==> config.mk <==
export PLATFORM = sky130hd
export DESIGN_NAME = cam_ddr_frame_writer
export DESIGN_NICKNAME = d
export VERILOG_FILES = /design/src/rtl/cam_ddr_frame_writer.sv
export SDC_FILE = /design/constraint.sdc
export NUM_CORES = 1
export LEC_CHECK = 0
export BUFFER_PORTS_ARGS = -buffer_cell sky130_fd_sc_hd__buf_2
export CAP_MARGIN = 20
export CORE_MARGIN = 2
export CORE_UTILIZATION = 40
export DETAILED_ROUTE_END_ITERATION = 10
export GPL_TIMING_DRIVEN = 0
export SLEW_MARGIN = 20
export SYNTH_ARGS = -nofsm -noshare
export SYNTH_HDL_FRONTEND = slang
export SYNTH_SLANG_ARGS = --single-unit
==> constraint.sdc <==
create_clock -name aclk -period 4.75 [get_ports aclk]
set_input_delay 0.7125 -clock aclk [delete_from_list [all_inputs] [get_ports aclk]]
set_output_delay 0.7125 -clock aclk [all_outputs]
set_load 0.02 [all_outputs]
==> src/rtl/cam_ddr_frame_writer.sv <==
// Camera-to-DDR frame writer: packs FIFO pixel bytes into AXI beats and writes
// fixed-length INCR bursts into a ring of frame buffers, skipping the reader's locked buffer.
module cam_ddr_frame_writer #(
  parameter int unsigned DATA_BITS    = 64,
  parameter int unsigned PIX_BITS     = 8,
  parameter int unsigned BURST_BEATS  = 16,
  parameter int unsigned NUM_FRAMES   = 3,
  parameter int unsigned FRAME_BYTES  = 307200,
  parameter logic [31:0] BASE_ADDR    = 32'h0000_0000,
  parameter logic [31:0] FRAME_STRIDE = 32'h0008_0000,
  parameter int unsigned CNT_BITS     = 12
) (
  input  logic                          aclk,
  input  logic                          rst,
  input  logic                          enable,
  input  logic                          cmos_init_done,
  input  logic                          frame_sync,
  input  logic                          rd_lock,
  input  logic [$clog2(NUM_FRAMES)-1:0] rd_frame_index,
  input  logic [CNT_BITS-1:0]           fifo_data_count,
  input  logic [PIX_BITS-1:0]           fifo_data,
  output logic                          fifo_rd_en,
  output logic [31:0]                   awaddr_1,
  output logic [7:0]                    awlen_1,
  output logic                          awvalid_1,
  input  logic                          awready_1,
  output logic [DATA_BITS-1:0]          wdata_1,
  output logic                          wlast_1,
  output logic                          wvalid_1,
  input  logic                          wready_1,
  input  logic                          bvalid_1,
  output logic                          bready_1,
  output logic [$clog2(NUM_FRAMES)-1:0] wr_frame_index,
  output logic [$clog2(NUM_FRAMES)-1:0] last_done_index,
  output logic                          done_valid,
  output logic                          frame_done,
  output logic                          sync_err,
  output logic                          busy
);

  localparam int unsigned IW          = $clog2(NUM_FRAMES);
  localparam int unsigned BPB         = DATA_BITS / PIX_BITS;
  localparam int unsigned BURST_BYTES = BURST_BEATS * BPB;
  localparam int unsigned BCW         = (BPB > 1) ? $clog2(BPB) : 1;
  localparam int unsigned BTW         = (BURST_BEATS > 1) ? $clog2(BURST_BEATS) : 1;

  if ((DATA_BITS % PIX_BITS) != 0) begin : g_bad_data_bits
    $error("DATA_BITS must be a multiple of PIX_BITS");
  end
  if ((FRAME_BYTES % BURST_BYTES) != 0) begin : g_bad_frame_bytes
    $error("FRAME_BYTES must be a multiple of BURST_BYTES");
  end

  typedef enum logic [2:0] {
    S_IDLE, S_WAIT_SYNC, S_WAIT_DATA, S_AW, S_RD_BEAT, S_W, S_B
  } state_t;

  state_t               state, state_d;
  logic [31:0]          offset, offset_d;
  logic [BTW-1:0]       beat_cnt, beat_cnt_d;
  logic [BCW-1:0]       pop_cnt, pop_cnt_d;
  logic [BCW-1:0]       byte_cnt, byte_cnt_d;
  logic                 cap_en;
  logic                 sync_pend, sync_pend_d;
  logic                 fifo_rd_en_d, awvalid_d, wlast_d, wvalid_d, bready_d;
  logic [31:0]          awaddr_d;
  logic [DATA_BITS-1:0] wdata_d;
  logic [IW-1:0]        wr_idx_d, last_done_d;
  logic                 done_valid_d, frame_done_d, sync_err_d, busy_d;

  logic [IW-1:0]        nxt1, nxt2, adv_idx;
  logic [31:0]          offset_inc, frame_addr;

  assign awlen_1 = 8'(BURST_BEATS - 1);

  // Next-state and next-output logic
  always_comb begin
    state_d      = state;
    offset_d     = offset;
    beat_cnt_d   = beat_cnt;
    pop_cnt_d    = pop_cnt;
    byte_cnt_d   = byte_cnt;
    sync_pend_d  = sync_pend;
    fifo_rd_en_d = 1'b0;
    awvalid_d    = awvalid_1;
    awaddr_d     = awaddr_1;
    wdata_d      = wdata_1;
    wlast_d      = wlast_1;
    wvalid_d     = wvalid_1;
    bready_d     = bready_1;
    wr_idx_d     = wr_frame_index;
    last_done_d  = last_done_index;
    done_valid_d = done_valid;
    frame_done_d = 1'b0;
    sync_err_d   = sync_err;

    nxt1       = (wr_frame_index == IW'(NUM_FRAMES - 1)) ? '0 : wr_frame_index + IW'(1);
    nxt2       = (nxt1 == IW'(NUM_FRAMES - 1)) ? '0 : nxt1 + IW'(1);
    adv_idx    = (rd_lock && (nxt1 == rd_frame_index)) ? nxt2 : nxt1;
    offset_inc = offset + 32'(BURST_BYTES);
    frame_addr = BASE_ADDR + 32'(wr_frame_index) * FRAME_STRIDE + offset;

    // A sync mid-burst is remembered; the burst itself is never aborted
    if (frame_sync && (state == S_AW || state == S_RD_BEAT || state == S_W)) begin
      sync_err_d  = 1'b1;
      sync_pend_d = 1'b1;
    end

    case (state)
      S_IDLE: begin
        if (enable && cmos_init_done) state_d = S_WAIT_SYNC;
      end
      S_WAIT_SYNC: begin
        if (!enable) begin
          state_d = S_IDLE;
        end else if (frame_sync) begin
          state_d  = S_WAIT_DATA;
          offset_d = '0;
        end
      end
      S_WAIT_DATA: begin
        if (!enable) begin
          state_d = S_IDLE;
        end else if (frame_sync) begin
          sync_err_d = 1'b1;
          offset_d   = '0;
        end else if (32'(fifo_data_count) >= 32'(BURST_BYTES)) begin
          state_d    = S_AW;
          awvalid_d  = 1'b1;
          awaddr_d   = frame_addr;
          beat_cnt_d = '0;
        end
      end
      S_AW: begin
        if (awready_1) begin
          state_d      = S_RD_BEAT;
          awvalid_d    = 1'b0;
          fifo_rd_en_d = 1'b1;
          pop_cnt_d    = '0;
          byte_cnt_d   = '0;
        end
      end
      S_RD_BEAT: begin
        if (fifo_rd_en) begin
          pop_cnt_d    = pop_cnt + BCW'(1);
          fifo_rd_en_d = (pop_cnt != BCW'(BPB - 1));
        end
        // Popped byte appears on fifo_data one cycle after the pop
        if (cap_en) begin
          wdata_d[32'(byte_cnt) * PIX_BITS +: PIX_BITS] = fifo_data;
          byte_cnt_d = byte_cnt + BCW'(1);
          if (byte_cnt == BCW'(BPB - 1)) begin
            state_d  = S_W;
            wvalid_d = 1'b1;
            wlast_d  = (beat_cnt == BTW'(BURST_BEATS - 1));
          end
        end
      end
      S_W: begin
        if (wready_1) begin
          wvalid_d = 1'b0;
          wlast_d  = 1'b0;
          if (wlast_1) begin
            state_d  = S_B;
            bready_d = 1'b1;
          end else begin
            state_d      = S_RD_BEAT;
            beat_cnt_d   = beat_cnt + BTW'(1);
            fifo_rd_en_d = 1'b1;
            pop_cnt_d    = '0;
            byte_cnt_d   = '0;
          end
        end
      end
      S_B: begin
        if (bvalid_1) begin
          bready_d = 1'b0;
          if (sync_pend || (frame_sync && (offset_inc != 32'(FRAME_BYTES)))) begin
            // Truncated frame: restart the same buffer from offset 0
            sync_err_d  = 1'b1;
            sync_pend_d = 1'b0;
            offset_d    = '0;
            state_d     = S_WAIT_DATA;
          end else if (offset_inc == 32'(FRAME_BYTES)) begin
            frame_done_d = 1'b1;
            last_done_d  = wr_frame_index;
            done_valid_d = 1'b1;
            wr_idx_d     = adv_idx;
            offset_d     = '0;
            state_d      = frame_sync ? S_WAIT_DATA : S_WAIT_SYNC;
          end else begin
            offset_d = offset_inc;
            state_d  = S_WAIT_DATA;
          end
          if (!enable) state_d = S_IDLE;
        end else if (frame_sync) begin
          sync_err_d  = 1'b1;
          sync_pend_d = 1'b1;
        end
      end
      default: state_d = S_IDLE;
    endcase

    busy_d = !(state_d == S_IDLE || state_d == S_WAIT_SYNC);
  end

  // State and output registers
  always_ff @(posedge aclk) begin
    if (rst) begin
      state           <= S_IDLE;
      offset          <= '0;
      beat_cnt        <= '0;
      pop_cnt         <= '0;
      byte_cnt        <= '0;
      cap_en          <= 1'b0;
      sync_pend       <= 1'b0;
      fifo_rd_en      <= 1'b0;
      awaddr_1        <= '0;
      awvalid_1       <= 1'b0;
      wdata_1         <= '0;
      wlast_1         <= 1'b0;
      wvalid_1        <= 1'b0;
      bready_1        <= 1'b0;
      wr_frame_index  <= '0;
      last_done_index <= '0;
      done_valid      <= 1'b0;
      frame_done      <= 1'b0;
      sync_err        <= 1'b0;
      busy            <= 1'b0;
    end else begin
      state           <= state_d;
      offset          <= offset_d;
      beat_cnt        <= beat_cnt_d;
      pop_cnt         <= pop_cnt_d;
      byte_cnt        <= byte_cnt_d;
      cap_en          <= fifo_rd_en;
      sync_pend       <= sync_pend_d;
      fifo_rd_en      <= fifo_rd_en_d;
      awaddr_1        <= awaddr_d;
      awvalid_1       <= awvalid_d;
      wdata_1         <= wdata_d;
      wlast_1         <= wlast_d;
      wvalid_1        <= wvalid_d;
      bready_1        <= bready_d;
      wr_frame_index  <= wr_idx_d;
      last_done_index <= last_done_d;
      done_valid      <= done_valid_d;
      frame_done      <= frame_done_d;
      sync_err        <= sync_err_d;
      busy            <= busy_d;
    end
  end

endmodule

=== Word level (Yosys, flattened, before mapping) ===
Index checks and enable logic that the tools add are counted.

* Bits of input ports: 31
* RAM bits: 0
* Memories: 0
* Output and inout port bits: 117
* Memory bits (read-only): 0
* Register bits after elaboration: 156
* Bits in latches: 0
* Logic and storage cells: 165

* Magnitude comparators: 1
* Equality and inequality tests: 28
* $add $sub $neg: 8
* Mux-type cells: 73
* Div/mod/pow operators: 0
* Multiply operators: 0
* Shift operators: 2
* Reduce and logical (&&, ||, !) cells: 29
* Bitwise operators: 4

{| class="wikitable"
|+ Operators with widths
! kind !! number
|-
| $mux W32 || 5
|-
| $bwmux W64 || 1
|-
| $pmux W32 S2 || 1
|-
| $shift A8 B34 Y64 const A || 1
|-
| $shiftx A8 B34 Y64 || 1
|-
| $mux W3 || 17
|-
| $neg A6 Y34 || 1
|-
| $add A21 B32 Y32 || 1
|-
| $add A32 B8 Y32 const B || 1
|-
| $eq A32 B19 Y1 const B || 1
|-
| $ne A32 B19 Y1 const B || 1
|-
| $mux W1 || 27
|-
| $pmux W3 S7 || 1
|-
| $mux W4 || 5
|-
| $ne A2 B2 Y1 const B || 10
|-
| $reduce_and A4 Y1 || 5
|-
| $pmux W3 S3 || 2
|-
| $reduce_and A5 Y1 || 3
|-
| $mux W2 || 7
|-
| $eq A3 B3 Y1 const B || 4
|-
| $ge A12 B8 Y1 const B || 1
|-
| $pmux W1 S2 || 5
|-
| $reduce_bool A2 Y1 || 5
|-
| $pmux W4 S2 || 1
|-
| 21 further kinds || 38
|}

=== Logic depth before layout (Yosys ltp) ===
Gate-level depths: netlist of run 1.

* Depth after elaboration: 11
* Mapped depth: 10
* Depth with buffers taken out: 9

=== Worst setup path after synthesis of run 1 ===
Ideal clock, no wire load.

* Path kind: register -> register
* Start point: register offset[7]
* End point: register last_done_index[1]
* Stages on the path, launching flop included: 10
* Path slack: 2.061 ns
* Arrival: 2.565 ns
* Clock period less this slack: 2.689 ns
* Path buffers: 0
* Library setup time: 0.123 ns
* Path through: dfxtp_1 ha_1 nand4_4 or3_4 a211o_1 a221oi_2 nand2_1 nand4b_4 nor2_4 mux2_1

* Word-level cells in the longest chain between the ends: 6
* Elaborated cells between the ends (all ways): 7
* Those cells by class: add/sub (1); eq/ne (2); bitwise (1); reduce/logical (3)

{| class="wikitable"
|+ Ends and longest elaborated chain
! what !! RTL line !! text
|-
| start, declared || 59 || <nowiki>logic [31:0] offset, offset_d;</nowiki>
|-
| start signal, assigned || 232 || <nowiki>offset <= offset_d;</nowiki>
|-
| $add A32 B8 Y32 * || 100 || <nowiki>offset_inc = offset + 32'(BURST_BYTES);</nowiki>
|-
| $ne A32 B19 Y1 || 178 || <nowiki>if (sync_pend || (frame_sync && (offset_inc != 32'(FRAME_BYTES)))) begin</nowiki>
|-
| $logic_and A1 B1 Y1 || 178 ||
|-
| $logic_or A1 B1 Y1 || 178 ||
|-
| $not A1 Y1 (no line) || - ||
|-
| $reduce_and A4 Y1 (no line) * || - ||
|-
| end signal, assigned || 246 || <nowiki>last_done_index <= last_done_d;</nowiki>
|-
| end, declared || 34 || <nowiki>output logic [$clog2(NUM_FRAMES)-1:0] last_done_index,</nowiki>
|}

Mark *: on every way between the ends. The rest lies on a longest branch, timed or not.
A chain may end at the register's enable or synchronous reset.

=== Worst setup path after layout of run 1 ===
* Start point: register offset[7]
* End point: register offset[30]

* Word-level cells in the longest chain between the ends: 7
* Elaborated cells between the ends (all ways): 9
* Those cells by class: add/sub (1); eq/ne (2); mux (4); reduce/logical (2)

{| class="wikitable"
|+ Ends and longest elaborated chain
! what !! RTL line !! text
|-
| $add A32 B8 Y32 * || 100 ||
|-
| $ne A32 B19 Y1 || 178 ||
|-
| $logic_and A1 B1 Y1 || 178 ||
|-
| $logic_or A1 B1 Y1 || 178 ||
|-
| $mux W32 * || 178 ||
|-
| $mux W32 * || 176 || <nowiki>if (bvalid_1) begin</nowiki>
|-
| $pmux W32 S2 * || 109 || <nowiki>case (state)</nowiki>
|}

Mark *: on every way between the ends. The rest lies on a longest branch, timed or not. The select of a mux whose other input is x is not followed.

==> results of run 1 <==
-- stage by stage --
step                util, %  std cells  worst slack (ns)
floorplan                 -        800              2.06
global placement       46.1       1135              1.36
detailed placement     46.1       1135              1.39
CTS                    49.5       1166              1.57
global route           49.5       1166              1.25
finish                 49.5       1166              1.55
-- cell families after synthesis --
kind of cell | synth area share, %
adders and majority gates | 2.17
xor gates and xnor gates | 2.88
and+or+nand+nor | 24.4
DFF | 42.4
buffers and inverters | 6.41
muxes | 10.3
other | 0.112
AOI/OAI and AO/OA | 11.3
-- layer usage --
layer  track usage (%)  routed length (um)
met1              28.8                8640
met5                 0                   0
met2              31.6                7890
met4              5.32                 178
met3              6.85                1380
-- cell type report --
| class | instances | area, um^2 | share of cell area (%) |
|---|---|---|---|
| tap | 220 | 275 | 3.38 |
| multi-input combinational | 568 | 3470 | 42.6 |
| timing repair buffer | 115 | 576 | 7.06 |
| buffer | 75 | 373 | 4.57 |
| sequential | 142 | 2840 | 34.9 |
| inverter | 15 | 56.3 | 0.691 |
| clock inverter | 12 | 101 | 1.24 |
| clock buffer | 19 | 453 | 5.56 |
-- power groups by stage --
| stage | Sequential [mW] | Clock (mW) | Combinational, mW |
|---|---|---|---|
| final | 1.19 | 1.26 | 0.0922 |
| after global routing | 1.19 | 1.34 | 0.100 |
| after CTS | 1.19 | 1.28 | 0.0927 |
| after detailed placement | 1.22 | 0 | 0.0925 |
| after global placement | 1.22 | 0 | 0.0926 |
| after floorplan | 1.22 | 0 | 0.0601 |
-- path summary, 6_finish.rpt --
| path | start | to | slack, ns | cells after the start |
|---|---|---|---|---|
| worst max-delay path | offset[7] | offset[30] | 1.55 | 9 |
| worst min register to register | wdata_1[19] | wdata_1[19] | 0.45 | 2 |
| worst max register to register | offset[7] | offset[30] | 1.55 | 9 |
| worst min-delay path | wdata_1[19] | wdata_1[19] | 0.45 | 2 |
-- worst min-delay path, delay by kind of cell, from the launching register on --
family,cells,cell delay [ns]
and+or+nand+nor,1,0.05
AOI/OAI and AO/OA,1,0.05
DFF,1,0.31
-- registers in the layout, indices dropped and copies added (netlist names), 2 cells and up --
register / flops
offset: 25
state: 3
wr_frame_index: 2
byte_cnt: 3
beat_cnt: 4
pop_cnt: 3
last_done_index: 2
wdata_1: 64
awaddr_1: 25
-- cells in the mapped netlist, types with 4 or more instances --
cell type	instances
nor3_1	29
a211oi_1	12
or3_1	13
o21ai_0	22
inv_1	15
nor2_1	120
a31oi_1	5
o211ai_1	4
xor2_1	9
buf_1	4
nand4_1	8
xnor2_1	13
clkbuf_1	40
buf_2	13
nand3_1	44
nor2b_1	6
a22oi_1	4
nand2_1	72
a21oi_1	38
dfxtp_1	142
mux2i_1	67
buf_4	16
nand2b_1	7
ha_1	10
and3_1	4
a21o_1	4
==> qor.log, run 1 <==
[status] result of the run finished clean
[clocking] TritonCTS clock tree yes
[floorplan] row count 47
[synth] cell taking the most area after synthesis dfxtp_1
[route] DRC errors left 0
[synth] most frequently used flop master after synthesis dfxtp_1
[pwr] maximum resistive drop on vdd 0.286 mV
[place] number of I/O port buffers 115
[clocking] number of gates resized after CTS 0
[global_routing] wire length of the first global-routing pass 29500 um
[timing] Hold Fails Final Rpt 0
[pwr] Sw Pwr 0.624 mW
[clocking] post-CTS setup repair buffer count 0
[place] half-perimeter wire length after placement 13000 um
[global_routing] via count of the first global-routing pass 5554
[pwr] leakage power 3.64 nW
[synth] gate count after technology mapping 787
[critical_path] number of buffer and inverter stages on the critical path 1
[global_routing] GRT overflow 0
[timing] count of final max-slew check failures 0
[synth] number of synthesized flops with an enable pin 0
[floorplan] Total Die Area 17800 um^2
[critical_path] WP data required 5.05 ns
[timing] Tmin final 3.20 ns
[floorplan] height of the chip 133 um
[final_layout] filler instances 1656
[synth] Yosys top cell area share 42.4%
[synth] post-synthesis cell area 6700 um^2
[timing] setup violators final 0
[synth] sequential element share of the synthesized area 42.4%
[pwr] overall power consumption 2.55 mW
[route] number of vias per cell 5.08
[critical_path] CP endpoint kind register
[floorplan] floorplan core area 16500 um^2
[final_layout] commonest cells after routing, fill and taps aside dfxtp_1, buf_2, nor2_1, nand2_1, mux2i_1
[global_routing] Total Routing Usage GR 20.9%
[synth] Syn Area/Cell 8.51 um^2
[timing] worst slew pin tran 1.03 ns
[final_layout] synthesis-to-finish area growth 21.7%
[pwr] cell area power density 312 nW/um^2
[clocking] clock slew seen by the registers of the worst setup and hold paths 0.06 ns
[route] first drt pass iteration count 7
[synth] number of library cell types mapped by synthesis 71
[route] Final Routed Wirelength 18100 um
[pwr] clock power share 49.5%
[timing] worst clock skew 0.00975 ns
[critical_path] CP Data Arrival Time 3.50 ns
[clocking] number of H-tree levels 4
[floorplan] initial core utilization 40.7%
[route] number of DRC markers after the initial detailed-route iteration 511
[min_path] worst hold-check path type register to register
[critical_path] standard cell with the maximum stage delay on the critical path dfxtp_1
[final_layout] number of inserted diodes 0
[synth] share of flip-flops with an asynchronous set or reset after synthesis 0%
[synth] FF+latch count, synth 142
[route] routed via count 5921
[timing] upper clock frequency limit 312 MHz
[global_routing] initial antenna violation count 0
[route] Antenna Violating Nets Remaining 0
[critical_path] dominant delay contributor by cell family on the critical path compound AO/OA/AOI/OAI gates
[pwr] sw frac 24.5%
[final_layout] Final Cell Area 8150 um^2
[synth] largest cells by area after synthesis dfxtp_1, mux2i_1, nor2_1, nand2_1, nand3_1
[place] post-placement cell area 7600 um^2
[final_layout] leading cell type in the layout, fill and taps excluded dfxtp_1
[pwr] Int Pwr 1.92 mW
[final_layout] fraction of final layout cells with drive strength greater than 1 20.5%
[final_layout] # nets final 976
[timing] setup repair after global routing missed its margin no
[critical_path] cells along the critical path ha_1 -> nand4_4 -> or3_4 -> a211o_1 -> a221oi_2 -> and3_1 -> a31o_2 -> buf_2 -> o21ai_0
[timing] max_slew headroom 31.0%
[critical_path] stage delay of the slowest cell on the critical path 0.52 ns
[floorplan] boundary pin count 148
[route] average wire per standard cell 15.5 um
[critical_path] critical setup path kind register to register
[place] RD Place Congestion 0.856
[floorplan] width of the die 133 um
[clocking] worst skew pair latency 0.43 ns
[clocking] total CTS buffers 17
[clocking] TritonCTS Sinks 142
[synth] Synth Warn # 0
[clocking] clk root buf clkbuf_16
[critical_path] element type at the critical path start register
[timing] final critical-path share of the clock period 67.4%
[critical_path] peak fanout along the critical path 10
[timing] worst hold slack 0.451 ns
[run] Max-cap violations 0
[pwr] proportion of power drawn by flip-flops and latches 46.8%
[clocking] buffer depth of the longest clock path 2
[global_routing] pin count of the biggest net entering global routing 17
[timing] Total Neg Setup Slack 0 ns
[clocking] quantity of hold-fixing buffers added after cts 0
[pwr] Combinational Power Share 3.6%
Power figures use the tool's default switching activity.
==> run 2, diff against run 1 <==
- ABC_AREA: not set -> 1
- clock period: 4.75 -> 2.7 ns (I/O delays scaled with it)
==> run 2 against run 1 <==
Compared with the run above:
- area after synthesis up 4.4%
- largest cell class unchanged
- combinational power up 100%
- critical endpoint is now wdata_1[24]
- die area up 4.3%
- via count up 18%
- routed wire length up 17%
- synthesized cell count up 25%
==> qor.log, run 2 <==
[final_layout] largest registers ranked by flip-flop count wdata_1: 64 flops, awaddr_1: 25 flops, offset: 25 flops
[synth] XOR/XNOR Fraction of Synth Area 1.88% [-1.0 points]
[route] number of vias per cell 5.06 [-0.42%]
[global_routing] GRT overflow 0 [unchanged]
[synth] sequential element share of the synthesized area 40.6% [-1.8 points]
[route] Final Routed Wirelength 21100 um [+17%]
[synth] share of flip-flops with an asynchronous set or reset after synthesis 0% [unchanged]
[clocking] worst skew pair latency 0.44 ns [about the same]
[synth] FF+latch count, synth 142 [unchanged]
[synth] Synth Warn # 0 [unchanged]
[clocking] TritonCTS clock tree yes
[timing] Total Neg Setup Slack 0 ns [unchanged]
[clocking] buffer depth of the longest clock path 2 [unchanged]
[timing] upper clock frequency limit 396 MHz [+27%]
[timing] Hold Fails Final Rpt 0 [unchanged]
[critical_path] CP endpoint kind register
[floorplan] boundary pin count 148 [unchanged]
[critical_path] CP Data Arrival Time 2.86 ns [-0.64 ns]
[clocking] TritonCTS Sinks 142 [unchanged]
[route] routed via count 6983 [+18%]
[synth] simple-gate area share of the yosys netlist 29.7% [+5.3 points]
[synth] most frequently used flop master after synthesis dfxtp_1
[synth] gate count after technology mapping 986 [+25%]
[place] half-perimeter wire length after placement 16000 um [+23%]
[final_layout] area of combinational cells with multiple inputs 3570 um^2 [+2.7%]
[place] number of I/O port buffers 124 [+7.8%]
[pwr] leakage power 3.86 nW [+5.9%]
[status] result of the run finished clean
[clocking] total CTS buffers 17 [unchanged]
[clocking] clk root buf clkbuf_16
[critical_path] peak fanout along the critical path 10 [unchanged]
[synth] most common cell in the netlist nand2_1
[route] average wire per standard cell 15.3 um [-1.3%]
[route] DRC errors left 0 [unchanged]
[pwr] overall power consumption 4.70 mW [+84%]
[final_layout] max reg flops 64 [unchanged]
[global_routing] wire length of the first global-routing pass 32900 um [+12%]
[global_routing] GR met3 Demand/Resource 4.51% [-2.3 points]
[floorplan] Total Die Area 18600 um^2 [+4.3%]
[timing] worst clock skew 0.00993 ns [+0.000181 ns]
[synth] largest cells by area after synthesis dfxtp_1, nand2_1, nor2_1, a21oi_1, o21ai_0
[final_layout] fraction of final layout cells with drive strength greater than 1 19.9% [-0.61 points]
[synth] Yosys top cell area share 40.6% [-1.8 points]
[synth] largest family of logic cells by synthesized area simple AND/OR/NAND/NOR gates
[timing] setup violators final 0 [unchanged]
[timing] worst slew pin tran 0.676 ns [-0.351 ns]
[final_layout] number of inserted diodes 0 [unchanged]
[global_routing] Total Routing Usage GR 23.1% [+2.2 points]
[final_layout] Sequential cell area 2840 um^2 [unchanged]
[global_routing] met2 demand-to-capacity share in global routing 38.0% [+6.4 points]
[floorplan] width of the die 136 um [+2.1%]
[route] number of DRC markers after the initial detailed-route iteration 523 [+2.3%]
[synth] number of synthesized flops with an enable pin 0 [unchanged]
[pwr] maximum resistive drop on vdd 0.483 mV [+69%]
[global_routing] via count of the first global-routing pass 6472 [+17%]
[timing] Tmin final 2.53 ns [-0.677 ns]
[synth] post-synthesis cell area 6990 um^2 [+4.4%]
[synth] number of library cell types mapped by synthesis 40 [-44%]
[timing] max_slew headroom 55.0% [+24 points]
[floorplan] height of the chip 136 um [+2.1%]
[global_routing] met1 routing resource usage after global routing 30.4% [+1.6 points]
[final_layout] synthesis-to-finish area growth 22.9%
[route] first drt pass iteration count 5 [-2]
[place] RD Place Congestion 0.897 [+4.8%]
[global_routing] initial antenna violation count 0 [unchanged]
[critical_path] WP data required 3.03 ns [-2.02 ns]
[final_layout] leading cell type in the layout, fill and taps excluded nand2_1
[synth] Post-synth top cells nand2_1, dfxtp_1, nor2_1, a21oi_1, inv_1
[floorplan] row count 48 [+2.1%]
[min_path] worst hold-check path type input port to register
[clocking] quantity of hold-fixing buffers added after cts 0 [unchanged]
[timing] final critical-path share of the clock period 93.5% [+26 points]
[floorplan] floorplan core area 17200 um^2 [+4.3%]
[timing] setup repair after global routing missed its margin yes
[global_routing] pin count of the biggest net entering global routing 17 [unchanged]
[run] Max-cap violations 0 [unchanged]
[clocking] number of H-tree levels 4 [unchanged]
[floorplan] initial core utilization 40.7% [+0.043 points]
[synth] area fraction in compound gates after synthesis 16.2% [+5.0 points]
[synth] cell taking the most area after synthesis dfxtp_1
[final_layout] filler instances 1809 [+9.2%]
[final_layout] Largest Register wdata_1
[final_layout] # nets final 1186 [+22%]
[critical_path] critical setup path kind register to register
[timing] count of final max-slew check failures 0 [unchanged]
[clocking] clock slew seen by the registers of the worst setup and hold paths 0.07 ns [about the same]
[critical_path] element type at the critical path start register
[global_routing] GRT Max-Usage Layer met2
[route] Antenna Violating Nets Remaining 0 [unchanged]
[synth] arithmetic-cell share of the synthesized area counting full adders, half adders and majority gates 2.08% [-0.092 points]
[final_layout] commonest cells after routing, fill and taps aside nand2_1, dfxtp_1, buf_2, nor2_1, a21oi_1
[pwr] cell area power density 546 nW/um^2 [+75%]
[synth] proportion of synthesized area in mux cells 0% [-10 points]
[synth] Syn Area/Cell 7.09 um^2 [-17%]
## run 2: cell count changes after synthesis, sizes merged, moves of 13 or more
| cell | delta |
|---|---|
| o211a | +15 |
| or3 | -14 |
| mux2i | -67 |
| inv | +73 |
| a21oi | +47 |
| nand4 | +13 |
| nand2 | +121 |
| o21ai | +59 |
| nor3 | +33 |
## run 2: routing by layer
| metal | wire length, um | vias to the layer above |
|---|---|---|
| met1 | 9730 | 3190 |
| met3 | 1070 | 24 |
| met4 | 325 | 0 |
| met2 | 10000 | 208 |
| li1 | - | 3561 |
| met5 | 0 | - |
## run 2: metrics by stage
| step | utilization (%) | setup slack, ns | area [um^2] | std cells | hold slack [ns] |
|---|---|---|---|---|---|
| 2_1_floorplan | - | 0.456 | 7040 | 999 | 0.420 |
| 3_5_place_dp | 46.3 | -0.0452 | 7950 | 1348 | 0.435 |
| 6_report | 50.0 | 0.175 | 8600 | 1381 | 0.283 |
| 5_1_grt | 50.0 | -0.0307 | 8600 | 1381 | 0.281 |
| 4_1_cts | 49.7 | 0.0365 | 8540 | 1379 | 0.261 |
| 3_3_place_gp | 46.3 | -0.0538 | 7950 | 1348 | 0.436 |
## run 2: worst max-delay path, cell delays in order (launching register included)
cell and delay, ns:
dfxtp_1 0.35, clkbuf_4 0.20, inv_1 0.09, ha_1 0.21
ha_1 0.27, buf_4 0.19, clkinvlp_4 0.14, nor2_1 0.11
nand2_1 0.08, inv_1 0.12, nand2_1 0.19, inv_2 0.19
o21ai_0 0.14, o211a_1 0.15
## run 2: report_power, final
part | internal [mW] | switching (mW) | leakage, nW
combinational | 0.0555 | 0.134 | 2.42
sequential | 2.11 | 0.00606 | 1.14
clock | 1.40 | 0.993 | 0.287
total | 3.56 | 1.13 | 3.86
## run 2: final cells by class
cell class              instances  share of cell area [%]
plain buffers                  60                    3.80
well taps                     225                    3.28
flip-flops and latches        142                    33.1
multi-input cells             707                    41.5
repair buffers                128                    7.57
clock buffers                  18                    5.11
inverters                      88                    3.89
clock inverters                13                    1.78
## run 2: repair_timing
action	4_1_cts	5_1_grt
pin swaps	0	1
resized for setup	2	13
setup endpoints to repair	8	61
buffers inserted	0	4
## run 2: logic make-up (layout without fill, tap and decap cells)
group	after synthesis	in the layout
AND/OR/NAND/NOR	463	463
other	2	15
AO/OA/AOI/OAI	203	203
adder cells (fa/ha/maj)	11	11
XOR/XNOR	15	15
buffers and inverters	150	307
flip-flops	142	142
## run 2: worst paths after layout
path | startpoint | to | slack (ns) | depth (start not counted)
max | byte_cnt[0] | wdata_1[24] | 0.17 | 13
min | fifo_data[5] | wdata_1[5] | 0.28 | 3
max reg2reg | byte_cnt[0] | wdata_1[24] | 0.17 | 13
min reg2reg | last_done_index[1] | last_done_index[1] | 0.44 | 2
==> run 3, diff against run 2 <==
- CORE_MARGIN: 2 -> 4
==> run 3 against run 2 <==
Compared with the run above:
- combinational power about the same
- count of clock-buffer cells in the layout is 1 higher
- global-route usage is 1.6 points lower
- final cell count did not move
- die area rose by 6.0%
- critical path type unchanged
==> qor.log, run 3 (same netlist as run 2, synthesis figures left out) <==
[final_layout] max reg flops 64 [unchanged]
[clocking] total CTS buffers 17 [unchanged]
[floorplan] boundary pin count 148 [unchanged]
[route] DRC errors left 0 [unchanged]
[timing] upper clock frequency limit 385 MHz [-2.7%]
[run] Max-cap violations 0 [unchanged]
[final_layout] fraction of final layout cells with drive strength greater than 1 20.2% [+0.35 points]
[global_routing] Total Routing Usage GR 21.5% [-1.6 points]
[timing] Tmin final 2.59 ns [+0.0693 ns]
[timing] worst slew pin tran 0.700 ns [+0.0240 ns]
[clocking] buffer depth of the longest clock path 2 [unchanged]
[timing] setup repair after global routing missed its margin yes
[global_routing] GRT overflow 0 [unchanged]
[critical_path] worst r2r path cells 13 [unchanged]
[final_layout] commonest cells after routing, fill and taps aside nand2_1, dfxtp_1, buf_2, nor2_1, a21oi_1
[route] first drt pass iteration count 6 [+1]
[final_layout] Largest Register wdata_1
[place] RD Place Congestion 0.899 [+0.22%]
[critical_path] peak fanout along the critical path 10 [unchanged]
[critical_path] critical setup path kind register to register
[final_layout] # nets final 1185 [-0.084%]
[timing] final critical-path share of the clock period 96.1% [+2.6 points]
[place] worst slack, placed -0.0471 ns [-0.00194 ns]
[final_layout] largest registers ranked by flip-flop count wdata_1: 64 flops, awaddr_1: 25 flops, offset: 25 flops
[timing] worst clock skew 0.00956 ns [-0.000366 ns]
[floorplan] height of the chip 140 um [+2.9%]
[route] number of DRC markers after the initial detailed-route iteration 507 [-3.1%]
[critical_path] most repeated library cell on the critical path clkbuf_4
[final_layout] synthesis-to-finish area growth 23.3%
[global_routing] pin count of the biggest net entering global routing 17 [unchanged]
[timing] Hold Fails Final Rpt 0 [unchanged]
[clocking] worst skew pair latency 0.43 ns [about the same]
[final_layout] utilization after layout 50.1% [about the same]
[place] half-perimeter wire length after placement 16200 um [+1.3%]
[route] routed via count 7001 [+0.26%]
[critical_path] number of gates on the worst path with buffers counted 13 [unchanged]
[global_routing] wire length of the first global-routing pass 34000 um [+3.4%]
[status] result of the run finished clean
[min_path] worst hold path cell count 3 [unchanged]
[final_layout] number of inserted diodes 0 [unchanged]
[clocking] clk root buf clkbuf_16
[floorplan] initial core utilization 40.6% [-0.14 points]
[clocking] TritonCTS clock tree yes
[floorplan] row count 48 [unchanged]
[critical_path] dominant delay contributor by cell family on the critical path buffers and inverters
[route] number of vias per cell 5.07 [+0.26%]
[clocking] clock slew seen by the registers of the worst setup and hold paths 0.06 ns [about the same]
[clocking] TritonCTS Sinks 142 [unchanged]
[global_routing] initial antenna violation count 0 [unchanged]
[critical_path] element type at the critical path start register
[pwr] maximum resistive drop on vdd 0.467 mV [-3.4%]
[timing] fin worst setup slack 0.106 ns [-0.0693 ns]
[min_path] worst hold-check path type input port to register
[pwr] cell area power density 557 nW/um^2 [+1.9%]
[route] average wire per standard cell 15.5 um [+0.95%]
[floorplan] floorplan core area 17200 um^2 [+0.35%]
[route] Antenna Violating Nets Remaining 0 [unchanged]
[floorplan] Total Die Area 19700 um^2 [+6.0%]
[critical_path] standard cell with the maximum stage delay on the critical path dfxtp_1
[timing] setup violators final 0 [unchanged]
[critical_path] CP Data Arrival Time 2.88 ns [+0.02 ns]
[critical_path] stage delay of the slowest cell on the critical path 0.34 ns [about the same]
[pwr] leakage power 3.86 nW [about the same]
[timing] count of final max-slew check failures 0 [unchanged]
[final_layout] leading cell type in the layout, fill and taps excluded nand2_1
[global_routing] via count of the first global-routing pass 6569 [+1.5%]
[floorplan] width of the die 140 um [+2.9%]
[critical_path] WP data required 2.99 ns [-0.04 ns]
[place] number of I/O port buffers 124 [unchanged]
[critical_path] cells along the critical path clkbuf_4 -> inv_1 -> ha_1 -> ha_1 -> clkbuf_4 -> clkinvlp_4 -> nor2_1 -> nand2_1 -> inv_1 -> nand2_2 -> clkbuf_4 -> o21ai_0 -> a21oi_1
[route] Final Routed Wirelength 21300 um [+0.95%]
[critical_path] number of buffer and inverter stages on the critical path 6 [unchanged]
[critical_path] CP endpoint kind register
[timing] max_slew headroom 53.4% [-1.6 points]
[clocking] number of H-tree levels 4 [unchanged]
==> run 3: metal layers <==
| layer | track usage (%) | up-vias | routed length, um |
|---|---|---|---|
| li1 | - | 3563 | - |
| met1 | 29.1 | 3187 | 9900 |
| met2 | 34.6 | 214 | 9850 |
| met3 | 3.86 | 37 | 1100 |
| met4 | 7.24 | 0 | 491 |
| met5 | 0 | - | 0 |
==> run 3: worst register-to-register path, delay by kind of cell, from the launching register on <==
family                     cells  cell delay [ns]
AOI/OAI and AO/OA              2             0.26
DFF                            1             0.34
adders and majority gates      2             0.47
buffers and inverters          6             1.03
and+or+nand+nor                3             0.36
==> run 3: through the flow <==
step	instance area (um^2)	setup TNS (ns)	power [mW]	hold slack, ns	std cells
after floorplan	7040	0	2.27	0.420	999
after global placement	7950	-0.252	2.35	0.436	1348
after detailed placement	7950	-0.291	2.35	0.441	1348
after CTS	8570	0	4.83	0.270	1380
after global routing	8630	-0.270	4.93	0.290	1381
final	8630	0	4.80	0.278	1381
==> run 3: power by group <==
part	internal, mW	total, mW	leakage, nW	switching [mW]
Combinational	0.0555	0.190	2.41	0.134
Clock	1.50	2.50	0.300	0.998
Sequential	2.11	2.11	1.14	0.00652
==> run 3: area by class of cell <==
cell class                 instances  area, um^2
buffer                            60         329
clock buffer                      19         443
clock inverter                    13         176
fill                            1772        8610
inverter                          88         334
multi-input combinational        707        3580
sequential                       142        2840
tap                              225         282
timing repair buffer             127         643
==> run 3: path summary, 6_finish.rpt <==
| check | from | to | slack [ns] |
|---|---|---|---|
| hold reg to reg | last_done_index[0] | last_done_index[0] | 0.45 |
| setup / recovery | byte_cnt[0] | wdata_1[39] | 0.11 |
| setup reg to reg | byte_cnt[0] | wdata_1[39] | 0.11 |
| hold / removal | fifo_data[5] | wdata_1[5] | 0.28 |
==> run 3: timing repair <==
item                       in CTS  in global routing
hold buffers                    0                  0
resized for setup               2                 18
gates cloned                    0                  0
buffers inserted                0                  3
pin swaps                       0                  0
setup endpoints to repair       9                 64
